File: config.mk
export PLATFORM = sky130hd
export DESIGN_NAME = cdb_arb
export DESIGN_NICKNAME = d
export VERILOG_FILES = /design/src/rtl/cdb_arb.sv
export SDC_FILE = /design/constraint.sdc
export NUM_CORES = 1
export LEC_CHECK = 0
export CORE_ASPECT_RATIO = 1.75
export CORE_MARGIN = 3
export CORE_UTILIZATION = 48
export DETAILED_ROUTE_END_ITERATION = 8
export GPL_TIMING_DRIVEN = 0
export PLACE_DENSITY = 0.8
export SLEW_MARGIN = 20
export SYNTH_ARGS = -nofsm -noshare
export SYNTH_HDL_FRONTEND = slang
export SYNTH_SLANG_ARGS = --single-unit
File: constraint.sdc
create_clock -name clock -period 10.1 [get_ports clock]
set_input_delay 1.515 -clock clock [delete_from_list [all_inputs] [get_ports clock]]
set_output_delay 1.515 -clock clock [all_outputs]
set_load 0.01 [all_outputs]
File: src/rtl/cdb_arb.sv
// Round-robin arbiter packing up to four completions per cycle onto the 4-slot CDB.
// Define CDB_ARB_REG_EN to flop the slot outputs (one cycle of CDB latency).
module cdb_arb #(
  parameter int unsigned NUM_REQ = 6
) (
  input  logic                 clock,
  input  logic                 reset,
  input  logic [NUM_REQ-1:0]   fu_valid,
  input  logic [7*NUM_REQ-1:0] fu_pr_tag,
  input  logic [5*NUM_REQ-1:0] fu_ar_tag,
  output logic [NUM_REQ-1:0]   fu_grant,
  output logic [3:0]           cdb_broadcast,
  output logic [6:0]           cdb_pr_tag0,
  output logic [6:0]           cdb_pr_tag1,
  output logic [6:0]           cdb_pr_tag2,
  output logic [6:0]           cdb_pr_tag3,
  output logic [4:0]           cdb_ar_tag0,
  output logic [4:0]           cdb_ar_tag1,
  output logic [4:0]           cdb_ar_tag2,
  output logic [4:0]           cdb_ar_tag3
);

  logic [2:0]      rr_ptr_q, rr_ptr_d;
  logic [3:0]      bcast_c;
  logic [3:0][6:0] pr_c;
  logic [3:0][4:0] ar_c;
  logic [3:0]      sum;
  logic [2:0]      idx, cnt, last;

  // Scan from rr_ptr with wrap; sum never exceeds 14 since both terms are below 8.
  always_comb begin
    fu_grant = '0;
    bcast_c  = '0;
    pr_c     = '0;
    ar_c     = '0;
    rr_ptr_d = rr_ptr_q;
    sum      = '0;
    idx      = '0;
    cnt      = '0;
    last     = '0;
    if (!reset) begin
      for (int k = 0; k < int'(NUM_REQ); k++) begin
        sum = {1'b0, rr_ptr_q} + 4'(k);
        if (sum >= 4'(NUM_REQ)) sum = sum - 4'(NUM_REQ);
        idx = sum[2:0];
        if (fu_valid[idx] && (cnt < 3'd4)) begin
          fu_grant[idx]     = 1'b1;
          bcast_c[cnt[1:0]] = 1'b1;
          pr_c[cnt[1:0]]    = fu_pr_tag[7*idx +: 7];
          ar_c[cnt[1:0]]    = fu_ar_tag[5*idx +: 5];
          cnt               = cnt + 3'd1;
          last              = idx;
        end
      end
      if (cnt != 3'd0) rr_ptr_d = (last == 3'(NUM_REQ - 1)) ? 3'd0 : last + 3'd1;
    end
  end

  always_ff @(posedge clock) begin
    if (reset) rr_ptr_q <= 3'd0;
    else       rr_ptr_q <= rr_ptr_d;
  end

`ifdef CDB_ARB_REG_EN
  logic [3:0]      bcast_q;
  logic [3:0][6:0] pr_q;
  logic [3:0][4:0] ar_q;

  // Combinational slots are already zero in reset and idle cycles.
  always_ff @(posedge clock) begin
    if (reset) begin
      bcast_q <= '0;
      pr_q    <= '0;
      ar_q    <= '0;
    end else begin
      bcast_q <= bcast_c;
      pr_q    <= pr_c;
      ar_q    <= ar_c;
    end
  end

  always_comb begin
    cdb_broadcast = bcast_q;
    cdb_pr_tag0   = pr_q[0];
    cdb_pr_tag1   = pr_q[1];
    cdb_pr_tag2   = pr_q[2];
    cdb_pr_tag3   = pr_q[3];
    cdb_ar_tag0   = ar_q[0];
    cdb_ar_tag1   = ar_q[1];
    cdb_ar_tag2   = ar_q[2];
    cdb_ar_tag3   = ar_q[3];
  end
`else
  always_comb begin
    cdb_broadcast = bcast_c;
    cdb_pr_tag0   = pr_c[0];
    cdb_pr_tag1   = pr_c[1];
    cdb_pr_tag2   = pr_c[2];
    cdb_pr_tag3   = pr_c[3];
    cdb_ar_tag0   = ar_c[0];
    cdb_ar_tag1   = ar_c[1];
    cdb_ar_tag2   = ar_c[2];
    cdb_ar_tag3   = ar_c[3];
  end
`endif

endmodule

==> impl_metrics.yaml <==
grt:
  grt.overflow.total: 0
  grt_pass1_wl_um: 49900
  antenna_found_initial: 0
  grt_util_met2: 0.793
  met3_usage: 0.0707
  grt_pass1_vias: 8962
  busiest_layer: "met2"
  met1_usage: 0.434
  grt_usage: 0.451
  grt_max_degree: 20
clocking:
  cts.htree.levels: 1
  ctsLongestPathBuffers: 2
  cts-root-buf: "clkbuf_16"
  cts-buffers-inserted: 3
  cts_hold_buf: 0
  cts_tree: "yes"
  insertion_delay_ps: 230
  path_clk_slew_ps: 30
  cts_sinks: 3
synthesis:
  async_flop_share: 0
  synth_ff_type: "dfxtp_1"
  synthDominantCellAreaShare: 0.208
  synth_edf_count: 0
  yosys_warnings: 0
  ys_types: 67
  synth_nets: 1111
  synthTopCellsByArea: "mux2i_1 21%, nor2_1 9.0%, a21oi_1 8.1%"
  ys_ff_latch: 3
  synth_area_um2: 6200
  synth_top_area_cell: "mux2i_1"
  synth_seq_area_share: 0.00969
  syn_inst: 1010
  postSynthAreaPerCell_um2: 6.14
critical_path:
  worst-setup-path-type: "flip-flop to output port"
  reg2reg_to: "rr_ptr_q[0]$_SDFFE_PP0P_"
  cp.required_ps: 8590
  critical_path.max_fanout: 19
  cp_data_arrival_time_ps: 8310
  cpPeakStageDelay_ps: 570
  start_kind: "flip-flop"
  r2r_slack_ps: 2380
  slowest_stage: "clkdlybuf4s50_1"
  cp-end-kind: "output port"
  worstReg2RegStart: "rr_ptr_q[0]$_SDFFE_PP0P_"
  reg2reg_depth: 30
routing:
  dr.first_iter.drc_count: 1063
  drt-wirelength-per-cell_um: 25.5
  viasPerCell: 7.02
  antenna_left: 0
  finalWirelength_um: 33600
  first_pass_iters: 8
  dr_total_vias: 9278
  drc: 0
hold_path:
  hold_end: "rr_ptr_q[2]$_SDFFE_PP0P_"
  hold_class: "flip-flop to flip-flop"
  min_from: "rr_ptr_q[2]$_SDFFE_PP0P_"
  hold_path_depth: 3
final_layout:
  drive_gt1_frac: 0.0598
  top_regs: "rr_ptr_q: 3 flops"
  fin_nets: 1255
  top_register: "rr_ptr_q"
  largest_reg_flops: 3
  final_util: 0.636
  n_antenna_cell: 0
  syn2layout_area_growth_pct: 29.0
sta:
  fin_ws_ps: 272
  tns_ps: 0
  max_freq_ghz: 0.102
  tightest_slew_ps: 1040
  slew_headroom: 0.285
  whs_ps: 921
  period_share: 0.973
  hold_viol: 0
  finalCriticalPeriod_ps: 9830
  setup_viol: 0
  skew_ps: 3.53
  drv_slew: 0
floorplanning:
  die_y_um: 156
  pin_count: 138
  core_area_um2: 12600
  die_w_um: 91.9
  dieArea_um2: 14400
  fp-row-count: 54
  start_util: 0.493
placed_design:
  io_buffers: 136
  post-place-ws_ps: -3050
  gp_congestion: 1.08
  hpwl_um: 26900
outcome:
  outcome: "finished clean"
run:
  drv_cap: 0
-- stage by stage --
step,area (um^2),std cells
after floorplan,6200,1010
after global placement,7770,1314
after detailed placement,7770,1314
after CTS,7900,1315
after global routing,7990,1321
final,7990,1321
-- cells in the final DEF, fill, tap and decap left out, drive strengths merged, types with 12 or more instances in the layout --
cell type and n:
a211oi 22, a21oi 100, a221oi 15, a32oi 13, a41oi 13, buf 28
clkbuf 74, clkdlybuf4s50 136, ha 21, inv 22, mux2i 129, nand2 123
nand3 61, nor2 149, nor3 22, o211ai 15, o21a 15, o21ai 38
o311ai 21, or3 12
-- cells by family after synthesis --
group                    share of synthesized area
XOR/XNOR                                   0.00848
AND/OR/NAND/NOR                              0.290
AO/OA/AOI/OAI                                0.350
buffers and inverters                       0.0753
multiplexers                                 0.225
flip-flops                                 0.00969
adder cells (fa/ha/maj)                     0.0424
-- final cells by class --
class,instances,area (um^2)
fill,1225,4580
clock buffer,4,78.8
tap,168,210
buffer,91,409
sequential,3,61.3
multi-input combinational,889,5730
inverter,23,92.6
timing repair buffer,143,1410
-- layer usage --
| layer | up-vias | share of wire | routed length (um) |
|---|---|---|---|
| li1 | 4077 | - | - |
| met4 | 0 | 0.13 | 4400 |
| met2 | 701 | 0.48 | 16100 |
| met1 | 4225 | 0.31 | 10500 |
| met5 | - | 0 | 0 |
| met3 | 275 | 0.078 | 2620 |
-- critical path: cells and delay by family, from the launching register on --
kind / cells / cell delay, ps
multiplexers: 1 / 300
adder cells (fa/ha/maj): 4 / 1300
AO/OA/AOI/OAI: 7 / 1890
flip-flops: 1 / 420
buffers and inverters: 14 / 3480
AND/OR/NAND/NOR: 5 / 680
-- synthesized netlist by cell type (all sizes together) (5+ instances only) --
master / instances
nor2: 149
and3: 9
a221oi: 15
a22oi: 11
a211oi: 22
inv: 23
a211o: 6
o21a: 15
nor3: 22
o311ai: 21
a21oi: 100
a41oi: 13
nand3: 61
clkbuf: 74
a21o: 6
buf: 21
a31oi: 9
mux2: 7
o31ai: 6
or3: 12
or2: 5
o21ai: 38
and2: 5
o22ai: 9
nand2: 123
o211ai: 15
a32oi: 13
ha: 21
a311oi: 8
mux2i: 129
-- timing repair --
item                                    in CTS  in global routing
gates resized for setup                     29                 14
pin swaps                                    0                  2
buffers inserted                             0                  7
endpoints found under the setup margin      61                 53
cloned                                       0                  0
-- how the worst max path moves through the flow --
stage,slack [ps],from,cells past startpoint,to
6_report,270,rr_ptr_q[0]$_SDFFE_PP0P_,31,cdb_ar_tag3[3]
5_1_grt,-20,rr_ptr_q[0]$_SDFFE_PP0P_,30,cdb_ar_tag3[3]
4_1_cts,2,rr_ptr_q[0]$_SDFFE_PP0P_,32,cdb_ar_tag1[3]
3_5_place_dp,-3050,rr_ptr_q[0]$_SDFFE_PP0P_,35,cdb_ar_tag3[3]
3_3_place_gp,-2890,rr_ptr_q[0]$_SDFFE_PP0P_,35,cdb_ar_tag3[3]
2_1_floorplan,440,rr_ptr_q[0]$_SDFFE_PP0P_,33,cdb_pr_tag1[5]
Power is not shown: default switching activity piles up to over one toggle a cycle in this logic, so the estimate is an artifact.
